`config.mk`:
```
export PLATFORM = sky130hd
export DESIGN_NAME = uart_time_responder
export DESIGN_NICKNAME = d
export VERILOG_FILES = /design/src/rtl/uart_time_pkg.sv /design/src/rtl/uart_tx_byte.sv /design/src/rtl/uart_time_responder.sv
export SDC_FILE = /design/constraint.sdc
export NUM_CORES = 1
export LEC_CHECK = 0
export CAP_MARGIN = 25
export CORE_MARGIN = 3
export CORE_UTILIZATION = 35
export CTS_CLUSTER_SIZE = 28
export DETAILED_ROUTE_END_ITERATION = 10
export GPL_TIMING_DRIVEN = 1
export PLACE_DENSITY = 0.63
export SYNTH_ARGS = -nofsm -noshare
export SYNTH_HDL_FRONTEND = slang
export SYNTH_SLANG_ARGS = --single-unit
```
`constraint.sdc`:
```
create_clock -name clk -period 3.2 [get_ports clk]
set_input_delay 0.64 -clock clk [delete_from_list [all_inputs] [get_ports clk]]
set_output_delay 0.64 -clock clk [all_outputs]
set_load 0.01 [all_outputs]
```
`src/rtl/uart_time_pkg.sv`:
```
// Shared constants, state encodings and helpers for the UART time responder.
package uart_time_pkg;

  localparam logic [4:0] FRAME_LEN  = 5'd21;

  localparam logic [7:0] CHAR_ZERO  = 8'h30;
  localparam logic [7:0] CHAR_QMARK = 8'h3F;
  localparam logic [7:0] CHAR_DASH  = 8'h2D;
  localparam logic [7:0] CHAR_COLON = 8'h3A;
  localparam logic [7:0] CHAR_SPACE = 8'h20;
  localparam logic [7:0] CHAR_CR    = 8'h0D;
  localparam logic [7:0] CHAR_LF    = 8'h0A;

  typedef enum logic [1:0] {
    R_IDLE  = 2'd0,
    R_START = 2'd1,
    R_DATA  = 2'd2,
    R_STOP  = 2'd3
  } rx_state_e;

  typedef enum logic [1:0] {
    T_IDLE  = 2'd0,
    T_START = 2'd1,
    T_DATA  = 2'd2,
    T_STOP  = 2'd3
  } tx_state_e;

  // One coherent copy of the clock core's BCD outputs.
  typedef struct packed {
    logic [15:0] year;
    logic [7:0]  month;
    logic [7:0]  day;
    logic [7:0]  hour;
    logic [7:0]  minute;
    logic [7:0]  second;
  } time_snap_t;

  // Digit nibble to ASCII; non-decimal nibbles become '?'.
  function automatic logic [7:0] bcd_to_ascii(input logic [3:0] nib);
    logic [7:0] c;
    if (nib <= 4'd9) begin
      c = CHAR_ZERO + {4'h0, nib};
    end else begin
      c = CHAR_QMARK;
    end
    return c;
  endfunction

endpackage

```
`src/rtl/uart_tx_byte.sv`:
```
// 8N1 byte transmitter. ready_o is high when a load is taken this cycle,
// including the last cycle of a stop bit so bytes chain with no idle gap.
module uart_tx_byte
  import uart_time_pkg::*;
#(
  parameter int CLKS_PER_BIT = 868
) (
  input  logic       clk,
  input  logic       reset_n,
  input  logic       load_i,
  input  logic [7:0] data_i,
  output logic       ready_o,
  output logic       tx_o
);

  localparam int CNT_W = $clog2(CLKS_PER_BIT + 1);
  localparam logic [CNT_W-1:0] BIT_LAST = CNT_W'(CLKS_PER_BIT - 1);
  localparam logic [CNT_W-1:0] CNT_ZERO = {CNT_W{1'b0}};

  tx_state_e        state_q, state_d;
  logic [CNT_W-1:0] cnt_q, cnt_d;
  logic [2:0]       bit_q, bit_d;
  logic [7:0]       shift_q, shift_d;
  logic             tx_q, tx_d;
  logic             bit_end_s;

  assign bit_end_s = (cnt_q == BIT_LAST);
  assign ready_o   = (state_q == T_IDLE) || ((state_q == T_STOP) && bit_end_s);
  assign tx_o      = tx_q;

  // Bit sequencer: start, eight data bits LSB first, stop; optional chained reload.
  always_comb begin
    state_d = state_q;
    cnt_d   = cnt_q;
    bit_d   = bit_q;
    shift_d = shift_q;
    tx_d    = tx_q;
    case (state_q)
      T_IDLE: begin
        if (load_i) begin
          state_d = T_START;
          shift_d = data_i;
          cnt_d   = CNT_ZERO;
          tx_d    = 1'b0;
        end else begin
          tx_d    = 1'b1;
        end
      end
      T_START: begin
        if (bit_end_s) begin
          state_d = T_DATA;
          cnt_d   = CNT_ZERO;
          bit_d   = 3'd0;
          tx_d    = shift_q[0];
        end else begin
          cnt_d   = cnt_q + CNT_W'(1);
        end
      end
      T_DATA: begin
        if (bit_end_s) begin
          cnt_d = CNT_ZERO;
          if (bit_q == 3'd7) begin
            state_d = T_STOP;
            tx_d    = 1'b1;
          end else begin
            bit_d   = bit_q + 3'd1;
            shift_d = {1'b0, shift_q[7:1]};
            tx_d    = shift_q[1];
          end
        end else begin
          cnt_d = cnt_q + CNT_W'(1);
        end
      end
      T_STOP: begin
        if (bit_end_s) begin
          cnt_d = CNT_ZERO;
          if (load_i) begin
            state_d = T_START;
            shift_d = data_i;
            tx_d    = 1'b0;
          end else begin
            state_d = T_IDLE;
            tx_d    = 1'b1;
          end
        end else begin
          cnt_d = cnt_q + CNT_W'(1);
        end
      end
      default: begin
        state_d = T_IDLE;
        tx_d    = 1'b1;
      end
    endcase
  end

  // Transmitter state register; line idles high out of reset.
  always_ff @(posedge clk or negedge reset_n) begin
    if (!reset_n) begin
      state_q <= T_IDLE;
      cnt_q   <= CNT_ZERO;
      bit_q   <= 3'd0;
      shift_q <= 8'h00;
      tx_q    <= 1'b1;
    end else begin
      state_q <= state_d;
      cnt_q   <= cnt_d;
      bit_q   <= bit_d;
      shift_q <= shift_d;
      tx_q    <= tx_d;
    end
  end

endmodule

```
`src/rtl/uart_time_responder.sv`:
```
// UART time responder: on a request byte, snapshots the BCD date/time and
// replies with "YYYY-MM-DD HH:MM:SS\r\n".
module uart_time_responder
  import uart_time_pkg::*;
#(
  parameter int         CLK_FREQ = 100_000_000,
  parameter int         BAUD     = 115200,
  parameter logic [7:0] REQ_BYTE = 8'h54
) (
  input  logic        clk,
  input  logic        reset_n,
  input  logic        rx_pin,
  output logic        tx_pin,
  input  logic [15:0] year_bcd,
  input  logic [7:0]  month_bcd,
  input  logic [7:0]  day_bcd,
  input  logic [7:0]  hour_bcd,
  input  logic [7:0]  minute_bcd,
  input  logic [7:0]  second_bcd,
  output logic        busy,
  output logic        done,
  output logic        frame_err
);

  localparam int CLKS_PER_BIT = CLK_FREQ / BAUD;
  localparam int CNT_W = $clog2(CLKS_PER_BIT + 1);
  localparam logic [CNT_W-1:0] BIT_LAST  = CNT_W'(CLKS_PER_BIT - 1);
  localparam logic [CNT_W-1:0] HALF_LAST = CNT_W'(CLKS_PER_BIT / 2 - 1);
  localparam logic [CNT_W-1:0] CNT_ZERO  = {CNT_W{1'b0}};

  logic             rx_meta_q, rx_sync_q, rx_prev_q;
  rx_state_e        rx_state_q, rx_state_d;
  logic [CNT_W-1:0] rx_cnt_q, rx_cnt_d;
  logic [2:0]       rx_bit_q, rx_bit_d;
  logic [7:0]       rx_shift_q, rx_shift_d;
  logic             rx_valid_q, rx_valid_d;
  logic             ferr_q, ferr_d;
  time_snap_t       snap_q, snap_d;
  logic             busy_q, busy_d;
  logic             done_q, done_d;
  logic [4:0]       idx_q, idx_d;
  logic             accept_s, load_s, tx_ready_s;
  logic [7:0]       tx_byte_s;

  assign busy      = busy_q;
  assign done      = done_q;
  assign frame_err = ferr_q;

  // Two-flop synchroniser plus a delayed copy for start-edge detection.
  always_ff @(posedge clk or negedge reset_n) begin
    if (!reset_n) begin
      rx_meta_q <= 1'b1;
      rx_sync_q <= 1'b1;
      rx_prev_q <= 1'b1;
    end else begin
      rx_meta_q <= rx_pin;
      rx_sync_q <= rx_meta_q;
      rx_prev_q <= rx_sync_q;
    end
  end

  // Receiver: mid-bit sampling, glitch rejection on start, stop-bit validation.
  always_comb begin
    rx_state_d = rx_state_q;
    rx_cnt_d   = rx_cnt_q;
    rx_bit_d   = rx_bit_q;
    rx_shift_d = rx_shift_q;
    rx_valid_d = 1'b0;
    ferr_d     = 1'b0;
    case (rx_state_q)
      R_IDLE: begin
        if (rx_prev_q && !rx_sync_q) begin
          rx_state_d = R_START;
          rx_cnt_d   = CNT_ZERO;
        end else begin
          rx_state_d = R_IDLE;
        end
      end
      R_START: begin
        if (rx_cnt_q == HALF_LAST) begin
          rx_cnt_d = CNT_ZERO;
          rx_bit_d = 3'd0;
          if (!rx_sync_q) begin
            rx_state_d = R_DATA;
          end else begin
            rx_state_d = R_IDLE;
          end
        end else begin
          rx_cnt_d = rx_cnt_q + CNT_W'(1);
        end
      end
      R_DATA: begin
        if (rx_cnt_q == BIT_LAST) begin
          rx_cnt_d   = CNT_ZERO;
          rx_shift_d = {rx_sync_q, rx_shift_q[7:1]};
          if (rx_bit_q == 3'd7) begin
            rx_state_d = R_STOP;
          end else begin
            rx_bit_d = rx_bit_q + 3'd1;
          end
        end else begin
          rx_cnt_d = rx_cnt_q + CNT_W'(1);
        end
      end
      R_STOP: begin
        if (rx_cnt_q == BIT_LAST) begin
          rx_cnt_d   = CNT_ZERO;
          rx_state_d = R_IDLE;
          if (rx_sync_q) begin
            rx_valid_d = 1'b1;
          end else begin
            ferr_d = 1'b1;
          end
        end else begin
          rx_cnt_d = rx_cnt_q + CNT_W'(1);
        end
      end
      default: rx_state_d = R_IDLE;
    endcase
  end

  // Receiver state register.
  always_ff @(posedge clk or negedge reset_n) begin
    if (!reset_n) begin
      rx_state_q <= R_IDLE;
      rx_cnt_q   <= CNT_ZERO;
      rx_bit_q   <= 3'd0;
      rx_shift_q <= 8'h00;
      rx_valid_q <= 1'b0;
      ferr_q     <= 1'b0;
    end else begin
      rx_state_q <= rx_state_d;
      rx_cnt_q   <= rx_cnt_d;
      rx_bit_q   <= rx_bit_d;
      rx_shift_q <= rx_shift_d;
      rx_valid_q <= rx_valid_d;
      ferr_q     <= ferr_d;
    end
  end

  // The done cycle still counts as busy, so a request landing on it is dropped.
  assign accept_s = rx_valid_q && (rx_shift_q == REQ_BYTE) && !busy_q && !done_q;

  // Frame sequencing: snapshot, feed bytes to the transmitter, finish with done.
  always_comb begin
    snap_d = snap_q;
    busy_d = busy_q;
    done_d = 1'b0;
    idx_d  = idx_q;
    load_s = 1'b0;
    if (accept_s) begin
      snap_d = {year_bcd, month_bcd, day_bcd, hour_bcd, minute_bcd, second_bcd};
      busy_d = 1'b1;
      idx_d  = 5'd0;
    end else if (busy_q) begin
      if (idx_q != FRAME_LEN) begin
        load_s = 1'b1;
        if (tx_ready_s) begin
          idx_d = idx_q + 5'd1;
        end else begin
          idx_d = idx_q;
        end
      end else if (tx_ready_s) begin
        busy_d = 1'b0;
        done_d = 1'b1;
      end else begin
        busy_d = 1'b1;
      end
    end else begin
      load_s = 1'b0;
    end
  end

  // Frame control registers.
  always_ff @(posedge clk or negedge reset_n) begin
    if (!reset_n) begin
      snap_q <= '{default: '0};
      busy_q <= 1'b0;
      done_q <= 1'b0;
      idx_q  <= 5'd0;
    end else begin
      snap_q <= snap_d;
      busy_q <= busy_d;
      done_q <= done_d;
      idx_q  <= idx_d;
    end
  end

  // Byte mux: frame position to ASCII character.
  always_comb begin
    tx_byte_s = CHAR_SPACE;
    case (idx_q)
      5'd0:  tx_byte_s = bcd_to_ascii(snap_q.year[15:12]);
      5'd1:  tx_byte_s = bcd_to_ascii(snap_q.year[11:8]);
      5'd2:  tx_byte_s = bcd_to_ascii(snap_q.year[7:4]);
      5'd3:  tx_byte_s = bcd_to_ascii(snap_q.year[3:0]);
      5'd4:  tx_byte_s = CHAR_DASH;
      5'd5:  tx_byte_s = bcd_to_ascii(snap_q.month[7:4]);
      5'd6:  tx_byte_s = bcd_to_ascii(snap_q.month[3:0]);
      5'd7:  tx_byte_s = CHAR_DASH;
      5'd8:  tx_byte_s = bcd_to_ascii(snap_q.day[7:4]);
      5'd9:  tx_byte_s = bcd_to_ascii(snap_q.day[3:0]);
      5'd10: tx_byte_s = CHAR_SPACE;
      5'd11: tx_byte_s = bcd_to_ascii(snap_q.hour[7:4]);
      5'd12: tx_byte_s = bcd_to_ascii(snap_q.hour[3:0]);
      5'd13: tx_byte_s = CHAR_COLON;
      5'd14: tx_byte_s = bcd_to_ascii(snap_q.minute[7:4]);
      5'd15: tx_byte_s = bcd_to_ascii(snap_q.minute[3:0]);
      5'd16: tx_byte_s = CHAR_COLON;
      5'd17: tx_byte_s = bcd_to_ascii(snap_q.second[7:4]);
      5'd18: tx_byte_s = bcd_to_ascii(snap_q.second[3:0]);
      5'd19: tx_byte_s = CHAR_CR;
      5'd20: tx_byte_s = CHAR_LF;
      default: tx_byte_s = CHAR_SPACE;
    endcase
  end

  uart_tx_byte #(
    .CLKS_PER_BIT(CLKS_PER_BIT)
  ) u_tx (
    .clk    (clk),
    .reset_n(reset_n),
    .load_i (load_s),
    .data_i (tx_byte_s),
    .ready_o(tx_ready_s),
    .tx_o   (tx_pin)
  );

endmodule
```
==> results of run 1 <==
==> final cells by class <==
| class | instances | area [sq um] |
|---|---|---|
| fill | 1537 | 9200 |
| multi-input combinational | 407 | 2960 |
| sequential | 113 | 2830 |
| timing repair buffer | 68 | 676 |
| clock buffer | 23 | 498 |
| tap | 220 | 275 |
| clock inverter | 9 | 104 |
| inverter | 26 | 97.6 |
==> cells by family (layout without fill, tap and decap cells) <==
kind of cell    after synthesis  count (layout)
xor+xnor                      3               3
buf+inv                      50             126
mux                          75              75
fa+ha+maj                    17              17
simple gates                152             152
flops                       113             113
compound gates              160             160
==> sequential cells by signal, summed over array words and instances, names as in the netlist, 2 cells and up, named ones only <==
signal and cells:
idx_q 5, rx_bit_q 3, rx_cnt_q 10, rx_shift_q 8, snap_q 56, u_tx.bit_q 3, u_tx.cnt_q 10, u_tx.shift_q 6
u_tx.state_q 2
==> layer usage <==
metal / global-route usage / part of all wire
met1: 0.204 / 0.44
met2: 0.260 / 0.49
met3: 0.0449 / 0.045
met5: 0 / 0
met4: 0.0604 / 0.020
==> path summary, 6_finish.rpt <==
| check | from | to | slack, ps | cells past startpoint |
|---|---|---|---|---|
| worst max-delay path | idx_q[3] | u_tx.shift_q[1] | 670 | 7 |
| worst min register to register | rx_meta_q | rx_sync_q | 360 | 0 |
| min in group clk | rx_meta_q | rx_sync_q | 360 | 0 |
| max in group asynchronous | reset_n | rx_prev_q | 2150 | 2 |
| worst max register to register | idx_q[3] | u_tx.shift_q[1] | 670 | 7 |
| worst min-delay path | reset_n | snap_q[35] | 260 | 1 |
==> cell usage after synthesis (6+ instances only) <==
master / count / area (sq um)
buf_2: 7 / 35.0
o31ai_1: 6 / 45.0
inv_1: 25 / 93.8
dfrtp_1: 109 / 2730
a21oi_1: 39 / 195
nand4_1: 6 / 37.5
nor2_1: 23 / 86.3
clkbuf_1: 14 / 52.6
mux2i_1: 6 / 60.1
ha_1: 17 / 213
o21a_1: 10 / 75.1
a22o_1: 7 / 61.3
o22ai_1: 12 / 75.1
mux2_2: 69 / 777
nand3_1: 16 / 80.1
nor2b_1: 9 / 56.3
o21ai_0: 46 / 230
nand2_1: 47 / 176
==> power by group through the flow <==
stage	Sequential (mW)	Combinational [mW]	Clock, mW
after detailed placement	1.60	0.378	0
final	1.58	0.374	1.90
after global routing	1.58	0.420	2.02
after floorplan	1.56	0.249	0
after global placement	1.59	0.361	0
after CTS	1.58	0.381	1.95
==> through the flow <==
stage | worst slack (ps) | util | std cells | total power, mW | area, sq um
6_report | 667 | 0.447 | 866 | 3.85 | 7440
5_1_grt | 483 | 0.447 | 866 | 4.02 | 7440
4_1_cts | 686 | 0.447 | 866 | 3.90 | 7440
3_5_place_dp | 709 | 0.411 | 834 | 1.98 | 6840
3_3_place_gp | 811 | 0.411 | 834 | 1.95 | 6840
2_1_floorplan | 980 | - | 570 | 1.81 | 5990
==> worst register-to-register path: cells and delay by family, from the launching register on <==
family | cells | cell delay [ps]
simple gates | 1 | 830
compound gates | 5 | 770
flops | 1 | 700
buf+inv | 1 | 170
==> summary.md, run 1 <==
| Metric | Value |
|---|---|
| Status | `complete, no violations` |
| Vias in the first global route | `approximately 4700` |
| YS warnings | `0` |
| Max-Cap Viols | `0` |
| Post-layout minimum cycle time | `roughly 2500 ps` |
| Die Area | `between 15000 and 20000 sq um` |
| Slew @ Worst Pin | `~860 ps` |
| GR Util All Layers | `0.160` |
| Avg Inst Size Synth | `between 10 and 15 sq um` |
| Seq/Total Area, Yosys | `0.473` |
| First-pass GRT wire length | `between 20 and 25 mm` |
| Total gr overflow | `0` |
| Leakage dissipation | `3.12 nW` |
| Worst-path clk slew | `60 ps` |
| Largest net degree at the start of global routing | `63` |
| Die H | `roughly 140 um` |
| Highest fanout seen on the critical path | `30` |
| Core ar. | `~17000 sq um` |
| Most frequent cells in the layout | `109 x dfrtp_1, 69 x mux2_2, 61 x clkdlybuf4s50_1` |
| Fin. Hold Viols | `0` |
| Post-Synth XOR/XNOR Area | `0.00439` |
| Clock Tree Buf Depth | `2` |
| Multiplexer area fraction after synthesis | `0.140` |
| Cell family with most CP delay | `simple AND/OR/NAND/NOR gates` |
| Max-slew headroom | `0.429` |
| Routed length per instance | `between 15 and 20 um` |
| Most common cell after layout, fill and taps aside | `dfrtp_1` |
| Clock power share | `0.494` |
| CTS tree | `built` |
| Max-slew violations | `0` |
| Clock tree sinks | `about 110` |
| Buf+Inv Stages, Crit Path | `1` |
| Ports | `between 60 and 70` |
| N_diodes | `0` |
| Number of buffers created by CTS | `17` |
| Net Sw Frac | `0.240` |
| Setup Total Neg Slack | `0 ps` |
| Layout area overhead | `24.2%` |
| 1st-iter DRT viols | `247` |
| Share of post-route cells with drive strength above 1 | `0.192` |
| Post-synthesis adder-cell area fraction | `0.0355` |
| # Post-CTS Setup Buffers | `0` |
| DP HPWL | `10.0 mm` |
| Slowest CP cell | `or4b_2` |
| Average vias per placed instance | `approximately 5.4` |
| Die width | `about 140 um` |
| P_int | `between 2 and 3 mW` |
| Peak supply drop | `between 0.3 and 0.4 mV` |
| Cell Area, Synth | `about 6000 sq um` |
| Number of library cell types mapped by synthesis | `70` |
| Fin crit share | `0.792` |
| Initial antenna violation count | `0` |
| Nature of the critical path endpoint | `register` |
| PostCTS Resize Cnt | `0` |
| Largest family of logic cells by synthesized area | `compound AO/OA/AOI/OAI gates` |
| Worst setup SP type | `register` |
| Cells after Synth | `570` |
| Vias | `4708` |
| Worst Hold Class | `input port to asynchronous set/reset pin` |
| Number of synthesized flops with an enable pin | `0` |
| Post-route DRC | `0` |
| Pwr dens | `between 500 and 600 nW/um^2` |
| Final wirelength | `roughly 14 mm` |
| Quantity of hold-fixing buffers added after cts | `0` |
| Synth Area in Compound Gates | `0.173` |
| CTS H-tree lvls | `4` |
| Top_reg_cell synth | `dfrtp_1` |
| Sequential fraction of design power | `0.409` |
| Logic pwr share | `0.097` |
| RePlAce Congestion | `approximately 0.91` |
| Skew-Pair Late Insertion Delay | `between 400 and 500 ps` |
| Nets | `709` |
| Clock skew | `6.14 ps` |
| Remaining antenna violation count | `0` |
| Worst-path cell chain | `or4b_2 > o22ai_1 > a211o_1 > a2111oi_0 > buf_4 > a221oi_2 > a21o_1` |
| Initial Util | `0.360` |
| FMAX | `395 MHz` |
| Critical Path AT | `just under 3000 ps` |
| FF+latch count, synth | `113` |
| Port bufs | `between 60 and 70` |
| Async SR Flop Fraction | `1.00` |
| Post-Syn Nets | `646` |
| # rows | `between 40 and 50` |
| Max stage delay on crit path | `830 ps` |
| Setup Viol. Count Final | `0` |
| Critical Path RT | `3560 ps` |
| Critical setup path kind | `register to register` |
| Simple-gate share of the synthesized area | `0.140` |
| Minimum hold slack | `approximately 260 ps` |
| Drt pass-1 iters | `5` |
| RSZ-0062 raised after global routing | `false` |
| Net Sw Power | `between 0.9 and 1 mW` |
| CTS root buf | `clkbuf_16` |
No activity file was read; power rests on OpenSTA's default activity.
==> run 2: changes to the inputs <==
clock period = 2.34 ns   (was 3.2 ns; I/O delays follow)
==> run 2 against run 1 <==
- utilization rose by 1.4 points
- sequential share of layout area fell by 1.1 points
- largest cell class unchanged
- total power rose by 38%
- combinational power increased by 40%
- clock power is 38% higher
==> summary.md, run 2 (synthesized netlist as in run 1, its figures left out) <==
| Metric | Value |
|---|---|
| Worst Hold Class | `register to register` |
| Max-Cap Viols | `0` |
| Skew-Pair Late Insertion Delay | `just over 400 ps` |
| Layout area overhead | `28.0%` |
| N_diodes | `0` |
| # rows | `47` |
| Post-route DRC | `0` |
| Die width | `137 um` |
| Fin. Hold Viols | `0` |
| Remaining antenna violation count | `0` |
| Peak supply drop | `0.575 mV` |
| Critical Path AT | `2640 ps` |
| Die H | `around 140 um` |
| Fin crit share | `0.977` |
| Largest Register | `snap_q` |
| Top flop regs | `snap_q (56), rx_cnt_q (10), u_tx.cnt_q (10)` |
| Clock Tree Buf Depth | `2` |
| Placed cells | `854` |
| Core ar. | `approximately 17000 sq um` |
| 1st-iter DRT viols | `381` |
| Pre-CTS setup slack | `between 20 and 30 ps` |
| RePlAce Congestion | `approximately 0.96` |
| Fillers | `roughly 1600` |
| Finished Layout Cells | `890` |
| Worst setup SP type | `register` |
| Status | `complete, no violations` |
| FMAX | `between 400 and 500 MHz` |
| Share of post-route cells with drive strength above 1 | `0.222` |
| First-pass GRT wire length | `~24 mm` |
| Routed length per instance | `16.1 um` |
| Ports | `63` |
| Vias | `between 4000 and 5000` |
| Slew @ Worst Pin | `a little under 800 ps` |
| Post-layout minimum cycle time | `roughly 2300 ps` |
| Max-slew violations | `0` |
| Initial Util | `0.360` |
| Vias in the first global route | `between 4000 and 5000` |
| DP HPWL | `roughly 10 mm` |
| Final wirelength | `14.3 mm` |
| Max reg flops | `56` |
| Nets | `roughly 730` |
| Most frequent cells in the layout | `109 x dfrtp_1, 69 x mux2_2, 61 x clkdlybuf4s50_1` |
| Nature of the critical path endpoint | `register` |
| Initial antenna violation count | `0` |
| Drt pass-1 iters | `4` |
| Most common cell after layout, fill and taps aside | `dfrtp_1` |
| CTS H-tree lvls | `4` |
| Clock skew | `~8.5 ps` |
| Die Area | `roughly 19000 sq um` |
| Pwr dens | `691 nW/um^2` |
| Max-slew headroom | `0.479` |
| Largest net degree at the start of global routing | `65` |
| Average vias per placed instance | `approximately 5.3` |
| Clock tree sinks | `113` |
| Port bufs | `62` |
| Worst-path clk slew | `around 50 ps` |
| Number of buffers created by CTS | `17` |
| CTS root buf | `clkbuf_16` |
| Critical Path RT | `2690 ps` |
| Final worst slack | `54.2 ps` |
| Critical setup path kind | `register to register` |
| Setup Viol. Count Final | `0` |
| CTS tree | `built` |
| Total gr overflow | `0` |
| GR Util All Layers | `0.161` |
| Highest fanout seen on the critical path | `3` |
| Leakage dissipation | `around 3.3 nW` |
==> run 2: final timing paths <==
kind / startpoint / to / slack [ps] / cells after the start
hold / removal: rx_meta_q / rx_sync_q / 360 / 0
min in group asynchronous: reset_n / snap_q[13] / 410 / 2
setup reg to reg: idx_q[0] / u_tx.shift_q[1] / 50 / 9
setup / recovery: idx_q[0] / u_tx.shift_q[1] / 50 / 9
max in group asynchronous: reset_n / snap_q[54] / 1180 / 3
hold reg to reg: rx_meta_q / rx_sync_q / 360 / 0
==> run 2: where the power goes <==
group | internal, mW | switching (mW)
sequential | 2.05 | 0.105
clock | 1.75 | 0.874
combinational | 0.269 | 0.253
==> run 2: routing by layer <==
layer | track usage | up-vias | share of wire | wire length, um
li1 | - | 2281 | - | -
met1 | 0.201 | 2313 | 0.45 | 6440
met2 | 0.271 | 117 | 0.49 | 7060
met3 | 0.0404 | 21 | 0.038 | 543
met4 | 0.0543 | 0 | 0.020 | 283
met5 | 0 | - | 0 | 0
==> run 2: worst max-delay path: stages, from the launching register on <==
cell	delay, ps
dfrtp_1	410
inv_2	90
ha_1	180
or4b_2	640
o22ai_2	220
a211o_1	150
a2111oi_2	40
buf_4	150
a221oi_2	230
a21o_1	110
==> run 2: layout make-up <==
cell class | count | area, sq um | share of cell area
well taps | 220 | 275 | 0.0359
clock inverters | 9 | 130 | 0.0170
flip-flops and latches | 113 | 2830 | 0.369
inverters | 26 | 97.6 | 0.0127
clock buffers | 23 | 478 | 0.0623
repair buffers | 92 | 871 | 0.114
multi-input cells | 407 | 2990 | 0.389
==> run 2: repair_timing <==
action                     4_1_cts  5_1_grt
hold endpoints to repair         7        0
setup endpoints to repair        0        4
hold buffers                     1        0
resized for setup                0        6
setup buffers                    0        3
==> run 2: per-stage QoR <==
| step | power [mW] | hold WS [ps] | TNS [ps] | cell area, sq um | utilization |
|---|---|---|---|---|---|
| 2_1_floorplan | 2.47 | 172 | 0 | 5990 | - |
| 3_3_place_gp | 2.69 | 301 | 0 | 7000 | 0.421 |
| 3_5_place_dp | 2.71 | 302 | 0 | 7000 | 0.421 |
| 4_1_cts | 5.36 | 361 | 0 | 7620 | 0.458 |
| 5_1_grt | 5.54 | 364 | -27.0 | 7670 | 0.461 |
| 6_report | 5.30 | 359 | 0 | 7670 | 0.461 |
==> run 3: changes to the inputs <==
REMOVE_ABC_BUFFERS = 1   (was not set)
==> run 3 against run 2 <==
- utilization shrank 1.2 points
- hold slack got worse by 5.0 ps
- combinational power fell by 2%
- worst setup slack improved by 62 ps
- die area did not move
- total power fell by 8.5%
- largest cell class unchanged
==> summary.md, run 3 (synthesized netlist as in run 1, its figures left out) <==
| Metric | Value |
|---|---|
| Status | `complete, no violations` |
| Final worst slack | `between 100 and 150 ps` |
| Die H | `roughly 140 um` |
| P_int | `~3.7 mW` |
| Core ar. | `16600 sq um` |
| 1st-iter DRT viols | `about 270` |
| Initial Util | `0.360` |
| Worst reg2reg path startpoint | `idx_q[0]` |
| Most frequent cells in the layout | `109 x dfrtp_1, 69 x mux2_2, 61 x clkdlybuf4s50_1` |
| Sequential fraction of design power | `0.443` |
| CTS tree | `built` |
| RePlAce Congestion | `between 0.8 and 0.9` |
| Largest net degree at the start of global routing | `68` |
| Total gr overflow | `0` |
| Ports | `63` |
| Pre-CTS setup slack | `between 60 and 70 ps` |
| Largest Register | `snap_q` |
| Max-slew violations | `0` |
| Fin crit share | `0.950` |
| Net Sw Power | `1.18 mW` |
| Share of post-route cells with drive strength above 1 | `0.206` |
| Initial antenna violation count | `0` |
| Port bufs | `62` |
| Die width | `around 140 um` |
| Critical Path RT | `around 2700 ps` |
| Post-layout minimum cycle time | `approximately 2200 ps` |
| Pwr dens | `~650 nW/um^2` |
| Clock skew | `between 5 and 6 ps` |
| Logic pwr share | `0.106` |
| Vias | `4672` |
| Critical Path AT | `between 2000 and 3000 ps` |
| Setup Viol. Count Final | `0` |
| Clock Tree Buf Depth | `2` |
| Nature of the critical path endpoint | `register` |
| Final wirelength | `between 10 and 15 mm` |
| Fillers | `around 1500` |
| R2r endpoint | `u_tx.shift_q[1]` |
| Die Area | `~19000 sq um` |
| Slew @ Worst Pin | `slightly below 800 ps` |
| Most common cell after layout, fill and taps aside | `dfrtp_1` |
| Post-route DRC | `0` |
| Max-Cap Viols | `0` |
| CTS root buf | `clkbuf_16` |
| Vias in the first global route | `just under 5000` |
| RSZ-0062 raised after global routing | `false` |
| Skew-Pair Late Insertion Delay | `~410 ps` |
| Setup Total Neg Slack | `0 ps` |
| Clock power share | `0.451` |
| Worst Hold Class | `register to register` |
| # Post-CTS Setup Buffers | `0` |
| Critical setup path kind | `register to register` |
| Max reg flops | `56` |
| Worst setup SP type | `register` |
| Drt pass-1 iters | `4` |
| Nets | `between 700 and 800` |
| Number of buffers created by CTS | `17` |
| R2R Setup Slk | `around 120 ps` |
| GR Util All Layers | `0.162` |
| Post-placement cell area | `slightly below 7000 sq um` |
| Finished Layout Cells | `approximately 880` |
| Max-slew headroom | `0.470` |
| Placed cells | `roughly 850` |
| Final instance area | `7470 sq um` |
| Worst Hold Path EP | `rx_sync_q` |
| Routed length per instance | `~16 um` |
| Worst hold start | `rx_meta_q` |
| Average vias per placed instance | `roughly 5.3` |
| Hold Path Cell Cnt | `0` |
| FMAX | `approximately 450 MHz` |
| Fin. Hold Viols | `0` |
| Highest fanout seen on the critical path | `4` |
| Net Sw Frac | `0.243` |
| Worst-path clk slew | `approximately 50 ps` |
| Peak supply drop | `0.504 mV` |
| Leakage dissipation | `3.15 nW` |
| Remaining antenna violation count | `0` |
| # rows | `47` |
| Minimum hold slack | `354 ps` |
| Pwr Total | `between 4 and 5 mW` |
| DP HPWL | `10.3 mm` |
| Layout area overhead | `24.7%` |
| Top flop regs | `snap_q (56), rx_cnt_q (10), u_tx.cnt_q (10)` |
| Clock tree sinks | `roughly 110` |
| CTS H-tree lvls | `4` |
| N_diodes | `0` |
| R2R cell count | `8` |
| First-pass GRT wire length | `23.7 mm` |
| Core Util, Final | `0.449` |
run 3: metal layers:
layer	share of wire	GRT usage	wire, um
met4	0.023	0.0632	325
met1	0.45	0.208	6360
met2	0.48	0.257	6750
met5	0	0	0
met3	0.039	0.0467	550
run 3: layout make-up:
cell class                      instances  area (sq um)  area share
Clock inverter                          8          40.0     0.00536
Multi-Input combinational cell        407          2990       0.400
Sequential cell                       113          2830       0.379
Clock buffer                           24           462      0.0618
Inverter                               26          97.6      0.0131
Timing Repair Buffer                   81           776       0.104
Tap cell                              220           275      0.0369
run 3: critical path: stages, from the launching register on:
cell and delay [ps]:
dfrtp_1 410, inv_1 130, ha_1 200, or4b_2 650
o22ai_2 220, a211o_1 130, a2111oi_1 60, a221oi_2 250
a21o_1 110
run 3: what timing repair did:
| action | 4_1_cts | 5_1_grt |
|---|---|---|
| setup endpoints to repair | 0 | 6 |
| hold buffers | 1 | 0 |
| resized for setup | 0 | 7 |
| hold endpoints to repair | 11 | 0 |
run 3: worst max-delay path by stage:
stage | from | to | slack (ps)
floorplan | busy | snap_q[0] | -670
global placement | idx_q[0] | u_tx.shift_q[1] | 160
detailed placement | idx_q[0] | u_tx.shift_q[1] | 60
CTS | idx_q[0] | u_tx.shift_q[1] | 50
global route | idx_q[0] | u_tx.shift_q[1] | 4
finish | idx_q[0] | u_tx.shift_q[1] | 120
run 3: power groups by stage:
stage	Clock [mW]	Combinational [mW]	Sequential (mW)
2_1_floorplan	0	0.299	2.15
3_3_place_gp	0	0.506	2.18
3_5_place_dp	0	0.518	2.18
4_1_cts	2.26	0.522	2.15
5_1_grt	2.36	0.587	2.16
6_report	2.19	0.513	2.15
